[src/rtl/mc_bus_responder_pkg.sv]
// Shared types and constants for the MCU parallel bus responder.
package mc_bus_responder_pkg;

  localparam int SYNC_DEPTH = 2;

  typedef enum logic [2:0] {
    RECOVER,
    IDLE,
    WR_QUAL,
    WR_HOLD,
    RD_FETCH,
    RD_DRIVE,
    ERROR
  } state_t;

endpackage

[src/rtl/mc_bus_responder_sync.sv]
// Single-bit synchroniser for one asynchronous bus strobe; resets to a chosen level.
module sync_2ff
  import mc_bus_responder_pkg::*;
#(
  parameter logic RST_VAL = 1'b1
) (
  input  logic clock,
  input  logic reset,
  input  logic d,
  output logic q
);

  logic [SYNC_DEPTH-1:0] ff;

  always_ff @(posedge clock) begin
    if (!reset) ff <= {SYNC_DEPTH{RST_VAL}};
    else        ff <= {ff[SYNC_DEPTH-2:0], d};
  end

  assign q = ff[SYNC_DEPTH-1];

endmodule

[src/rtl/mc_bus_responder.sv]
// MCU bus responder: synchronises CE/OE/WE, issues one write strobe per WE low,
// fetches and presents read data while OE is low, and flags WE+OE overlap.
module mc_bus_responder
  import mc_bus_responder_pkg::*;
#(
  parameter int MC_DATA_WIDTH = 16,
  parameter int MC_ADD_WIDTH  = 6
) (
  input  logic                     clock,
  input  logic                     reset,
  input  logic                     mc_ce,
  input  logic                     mc_oe,
  input  logic                     mc_we,
  input  logic [MC_ADD_WIDTH-1:0]  mc_add,
  input  logic [MC_DATA_WIDTH-1:0] mc_data_in,
  output logic [MC_DATA_WIDTH-1:0] mc_data_out,
  output logic                     mc_data_oe,
  output logic                     wr_strobe,
  output logic [MC_ADD_WIDTH-1:0]  wr_add,
  output logic [MC_DATA_WIDTH-1:0] wr_data,
  output logic                     rd_strobe,
  output logic [MC_ADD_WIDTH-1:0]  rd_add,
  input  logic [MC_DATA_WIDTH-1:0] rd_data,
  output logic                     bus_error
);

  localparam int SW = $clog2(SYNC_DEPTH + 1);

  logic ce_s, oe_s, we_s;

  sync_2ff #(.RST_VAL(1'b1)) u_sync_ce (.clock(clock), .reset(reset), .d(mc_ce), .q(ce_s));
  sync_2ff #(.RST_VAL(1'b1)) u_sync_oe (.clock(clock), .reset(reset), .d(mc_oe), .q(oe_s));
  sync_2ff #(.RST_VAL(1'b1)) u_sync_we (.clock(clock), .reset(reset), .d(mc_we), .q(we_s));

  // The synchronisers come out of reset showing an idle bus regardless of the
  // pins, so RECOVER must not trust them until the reset value has flushed.
  logic [SW-1:0] settle;
  logic          flushed;

  always_ff @(posedge clock) begin
    if (!reset)                     settle <= '0;
    else if (!flushed)              settle <= settle + 1'b1;
  end

  assign flushed = (settle == SW'(SYNC_DEPTH));

  state_t state, state_n;
  logic   wr_fire, rd_fire, rd_cap, err;

  always_ff @(posedge clock) begin
    if (!reset) state <= RECOVER;
    else        state <= state_n;
  end

  always_comb begin
    state_n = state;
    wr_fire = 1'b0;
    rd_fire = 1'b0;
    rd_cap  = 1'b0;
    err     = 1'b0;
    if (!we_s && !oe_s) begin
      state_n = ERROR;
      err     = 1'b1;
    end else begin
      case (state)
        RECOVER:  if (flushed && we_s && oe_s) state_n = IDLE;
        IDLE: begin
          if (!ce_s && !we_s) state_n = WR_QUAL;
          else if (!ce_s && !oe_s) begin
            state_n = RD_FETCH;
            rd_fire = 1'b1;
          end
        end
        WR_QUAL: begin
          if (!ce_s && !we_s) begin
            state_n = WR_HOLD;
            wr_fire = 1'b1;
          end else state_n = IDLE;
        end
        WR_HOLD:  if (we_s) state_n = IDLE;
        RD_FETCH: begin
          rd_cap  = 1'b1;
          state_n = RD_DRIVE;
        end
        RD_DRIVE: if (oe_s || ce_s) state_n = IDLE;
        ERROR:    state_n = RECOVER;
        default:  state_n = RECOVER;
      endcase
    end
  end

  always_ff @(posedge clock) begin
    if (!reset) begin
      mc_data_out <= '0;
      mc_data_oe  <= 1'b0;
      wr_strobe   <= 1'b0;
      wr_add      <= '0;
      wr_data     <= '0;
      rd_strobe   <= 1'b0;
      rd_add      <= '0;
      bus_error   <= 1'b0;
    end else begin
      wr_strobe  <= wr_fire;
      rd_strobe  <= rd_fire;
      // Pad drive follows residency in RD_DRIVE, so ERROR always drops it.
      mc_data_oe <= (state_n == RD_DRIVE);
      if (wr_fire) begin
        wr_add  <= mc_add;
        wr_data <= mc_data_in;
      end
      if (rd_fire) rd_add      <= mc_add;
      if (rd_cap)  mc_data_out <= rd_data;
      if (err)     bus_error   <= 1'b1;
    end
  end

endmodule

[config.mk]
export PLATFORM = sky130hd
export DESIGN_NAME = mc_bus_responder
export DESIGN_NICKNAME = d
export VERILOG_FILES = /design/src/rtl/mc_bus_responder_pkg.sv /design/src/rtl/mc_bus_responder_sync.sv /design/src/rtl/mc_bus_responder.sv
export SDC_FILE = /design/constraint.sdc
export NUM_CORES = 1
export LEC_CHECK = 0
export CORE_UTILIZATION = 53
export DETAILED_ROUTE_END_ITERATION = 6
export DONT_BUFFER_PORTS = 1
export PLACE_DENSITY_LB_ADDON = 0.05
export SETUP_SLACK_MARGIN = 0.2
export SLEW_MARGIN = 20
export SYNTH_ARGS = -nofsm -noshare
export SYNTH_HDL_FRONTEND = slang
export SYNTH_HIERARCHICAL = 1
export SYNTH_SLANG_ARGS = --single-unit
[constraint.sdc]
create_clock -name clock -period 1.9 [get_ports clock]
set_clock_uncertainty 0.2 [all_clocks]
set_input_delay 0.38 -clock clock [delete_from_list [all_inputs] [get_ports clock]]
set_output_delay 0.38 -clock clock [all_outputs]
set_load 0.01 [all_outputs]
==> run summary <==
The flow ran to the end, and the final reports show no timing, DRC or antenna violations. The clock reaches the later pin of the worst-skew pair after 310 ps. For the pin with the worst max-slew slack, the measured transition is 561 ps. The worst path needs 1680 ps of the cycle, external delays included. After legalization and detailed placement, the total HPWL measured 3.43 mm. The logs give 0 for the final antenna diode count and 116 for the iteration-0 DRC count of the detailed router.

For this run, the register share of the synthesized area comes to 48.2%. Dividing the detail-routed via count by the number of cells gives 5.95. The static power due to leakage came out at 0.968 nW. The proportion of netlist area held by the largest area contributor was 48.2%; the async set-or-reset flop fraction in the synthesized netlist was 0%. For this run the aggregate overflow at the end of global routing stands at 0. The run gives 0 as the max-slew violation count. In this run the tightest slew margin relative to its limit is 62.6%. Summed over all instances, the cell type with the most area after synthesis is sky130_fd_sc_hd__dfxtp_1. Setup violations remaining at the end of the flow were counted as 0. Input and output buffers added on the ports amount to 0. The tools report the placer's final routability congestion estimate as 0.714. Max-cap violations in this run came to 0. 91 I/O pins were placed.

Synthesis inferred 59 register bits. Among all cell types in the netlist, the one instantiated most often is sky130_fd_sc_hd__dfxtp_1. The standard cell core area is 4380 um2, and the layout cell share with drive strength beyond 1 is 13.4%. The count of nets left with antenna violations once routing finished came out at 0. The gate count of the mapped netlist was 260; the number of nets in the final layout was 323. The die height was 70.0 um; the number of different library cells in the post-synthesis netlist was 35.

The total iterations of the first detailed-routing run came out at 4. The number of buffers and inverters on the critical path is 0. Each instance of the synthesized netlist takes up on average 9.42 um2. The number of filler cells placed in the layout is 364. The dominant register cell in the synthesized netlist was sky130_fd_sc_hd__dfxtp_1. For this design the ratio of total power to cell area is 930 nW/um2. The initial antenna violation count is 0, and the CTS buffer count is 9. The tools report the netlist area before placement as 2450 um2. The clock sink count came out at 59.

The clock transition time at the flip-flop clock pins of the worst setup and hold paths is 70 ps. The routed wire length per instance works out to 16.8 um. The critical path is of the reg2reg type. The worst setup path is launched from a register. Timing would allow up to 596 MHz. The area growth from synthesis to final layout is 17.6%. On the worst path, the slowest cell contributes a delay of 640 ps. The run gives 1924 as the number of global-route vias before repair. Setup repair after global routing could not meet its margin everywhere. The cell area after layout is 2880 um2.

The final routed DRC violation total is 0, and the total wire length after detailed routing is 5.63 mm. Classification of the worst-slack hold path: in2reg. The slowest stage of the critical path belongs to the cell sky130_fd_sc_hd__or4b_4. Data on the critical path is required at its endpoint by 1890 ps. Number of enable-type register cells in the synthesized netlist: 0. Setup TNS: 0 ps. After synthesis, the cell types taking the most area are sky130_fd_sc_hd__dfxtp_1, sky130_fd_sc_hd__a21boi_1, sky130_fd_sc_hd__nand3_1, sky130_fd_sc_hd__o21ai_0, sky130_fd_sc_hd__o21ai_1. The root buffer cell was sky130_fd_sc_hd__clkbuf_8. The nature of the critical path endpoint is a register.

TritonCTS built the clock tree. The overall global routing resource usage is 22.4%, and the cell area after placement is 2420 um2. The initial utilization of the core area, before any placement, comes to 55.9%. The total via count after detailed routing came out at 1999.

The wire length of the first global-routing pass is 8.74 mm. In the finished design, the share of the clock period the worst path needs comes to 88.3%. The die area is 4900 um2, and the largest fanout on the critical path is 11. Entering global routing, the biggest net connects 48 pins. The commonest cells after synthesis are sky130_fd_sc_hd__dfxtp_1, sky130_fd_sc_hd__nand3_1, sky130_fd_sc_hd__a21boi_1, sky130_fd_sc_hd__o21ai_0, sky130_fd_sc_hd__o21ai_1.

The run gives 304 as the number of nets produced by synthesis. The critical path goes through or4b_4 > o21ai_0 > a21boi_0. The clock passes through at most 2 buffers.

For the worst setup path, the data arrival time is 1670 ps. VDD sags by at most 586 uV. Number of hold violations in the final report: 0.

During synthesis, Yosys emitted a total of 6 warnings. The clock tree synthesis step divided the H-tree into 3 levels. After floorplanning, the core was divided into 24 placement rows. Grouping stages by cell kind, the critical path spends the most delay in simple AND/OR/NAND/NOR gates. The die is 70.0 um wide.
## stage by stage
stage          worst slack, ps  hold slack, ps  util (%)  total power, mW  std cells
6_report                   222            9.01      65.7             2.68        336
5_1_grt                    161            1.28      65.7             2.79        336
4_1_cts                    146            1.31      64.6             2.69        332
3_5_place_dp              61.9             200      55.3             1.55        295
3_3_place_gp               208             198      55.3             1.54        295
2_1_floorplan              300             186         -             1.52        260
## state kept, by name (all words and copies together), names as in the netlist
name and cells:
mc_data_out 16, wr_data 16, rd_add 6, wr_add 6, state 3, settle 2
u_sync_ce/ff 2, u_sync_oe/ff 2, u_sync_we/ff 2, bus_error 1, mc_data_oe 1, rd_strobe 1
wr_strobe 1
## worst paths after layout
check	slack [ps]	from	endpoint	cells past startpoint
worst max-delay path	220	u_sync_ce/ff[1]$_SDFF_PN1_	wr_data[1]$_SDFFE_PN0P_	3
worst min-delay path	9	mc_data_in[8]	wr_data[8]$_SDFFE_PN0P_	2
worst max register to register	220	u_sync_ce/ff[1]$_SDFF_PN1_	wr_data[1]$_SDFFE_PN0P_	3
worst min register to register	210	u_sync_oe/ff[0]$_SDFF_PN1_	u_sync_oe/ff[1]$_SDFF_PN1_	1
## placed cells by master, fill, tap and decap left out, types with 2 or more instances in the layout
master                          count
sky130_fd_sc_hd__dfxtp_1           55
sky130_fd_sc_hd__nand3_1           44
sky130_fd_sc_hd__nand2b_1           9
sky130_fd_sc_hd__o21ai_2            2
sky130_fd_sc_hd__a21oi_1            2
sky130_fd_sc_hd__nor2b_1            3
sky130_fd_sc_hd__a21o_1             2
sky130_fd_sc_hd__o21ai_1           18
sky130_fd_sc_hd__or4b_4             3
sky130_fd_sc_hd__and2_1             2
sky130_fd_sc_hd__dfxtp_2            4
sky130_fd_sc_hd__clkbuf_8          10
sky130_fd_sc_hd__a21boi_0           8
sky130_fd_sc_hd__dlygate4sd3_1     24
sky130_fd_sc_hd__a21boi_1          36
sky130_fd_sc_hd__and3_1             2
sky130_fd_sc_hd__clkinv_2           3
sky130_fd_sc_hd__nand2_1            4
sky130_fd_sc_hd__o21a_1             2
sky130_fd_sc_hd__o21ai_0           26
sky130_fd_sc_hd__buf_4              7
## repair_timing
action                                 4_1_cts  5_1_grt
endpoints found under the hold margin       28        5
hold buffers                                21        3
gates cloned                                 0        1
setup buffers                                0        0
pin swaps                                    1        1
gates resized for setup                      1        5
setup endpoints to repair                   24       42
## layout make-up
type,count,area (um2),share of cell area [%]
sequential,59,1190,41.2
multi-input combinational,177,1140,39.5
timing repair buffer,31,293,10.2
clock buffer,11,141,4.91
tap,52,65.1,2.26
clock inverter,5,52.6,1.82
inverter,1,3.75,0.130
## worst reg2reg max path, delay by kind of cell (launching register included)
kind             cells  cell delay, ps
AO/OA/AOI/OAI        2             300
flip-flops           1             410
AND/OR/NAND/NOR      1             650
## kinds of logic (layout without fill, tap and decap cells)
group	after synthesis	after routing	synth area share (%)
fa+ha+maj	1	1	0.511
xor+xnor	1	1	0.358
compound gates	100	100	26.3
simple gates	74	75	18.7
flops	59	59	48.2
buf+inv	25	48	5.98
## layer usage
layer	part of all wire [%]	global-route usage, %	vias to the layer above
li1	-	-	973
met1	42	24.9	948
met2	50	39.7	74
met3	7.1	6.20	4
met4	0.75	9.78	0
met5	0	0	-
## where the power goes
group          internal [mW]  switching, mW  total, mW
logic                  0.122          0.138      0.260
registers               1.27         0.0426       1.32
clock network          0.635          0.468       1.10
total                   2.03          0.649       2.68
Power figures use the tool's default switching activity.
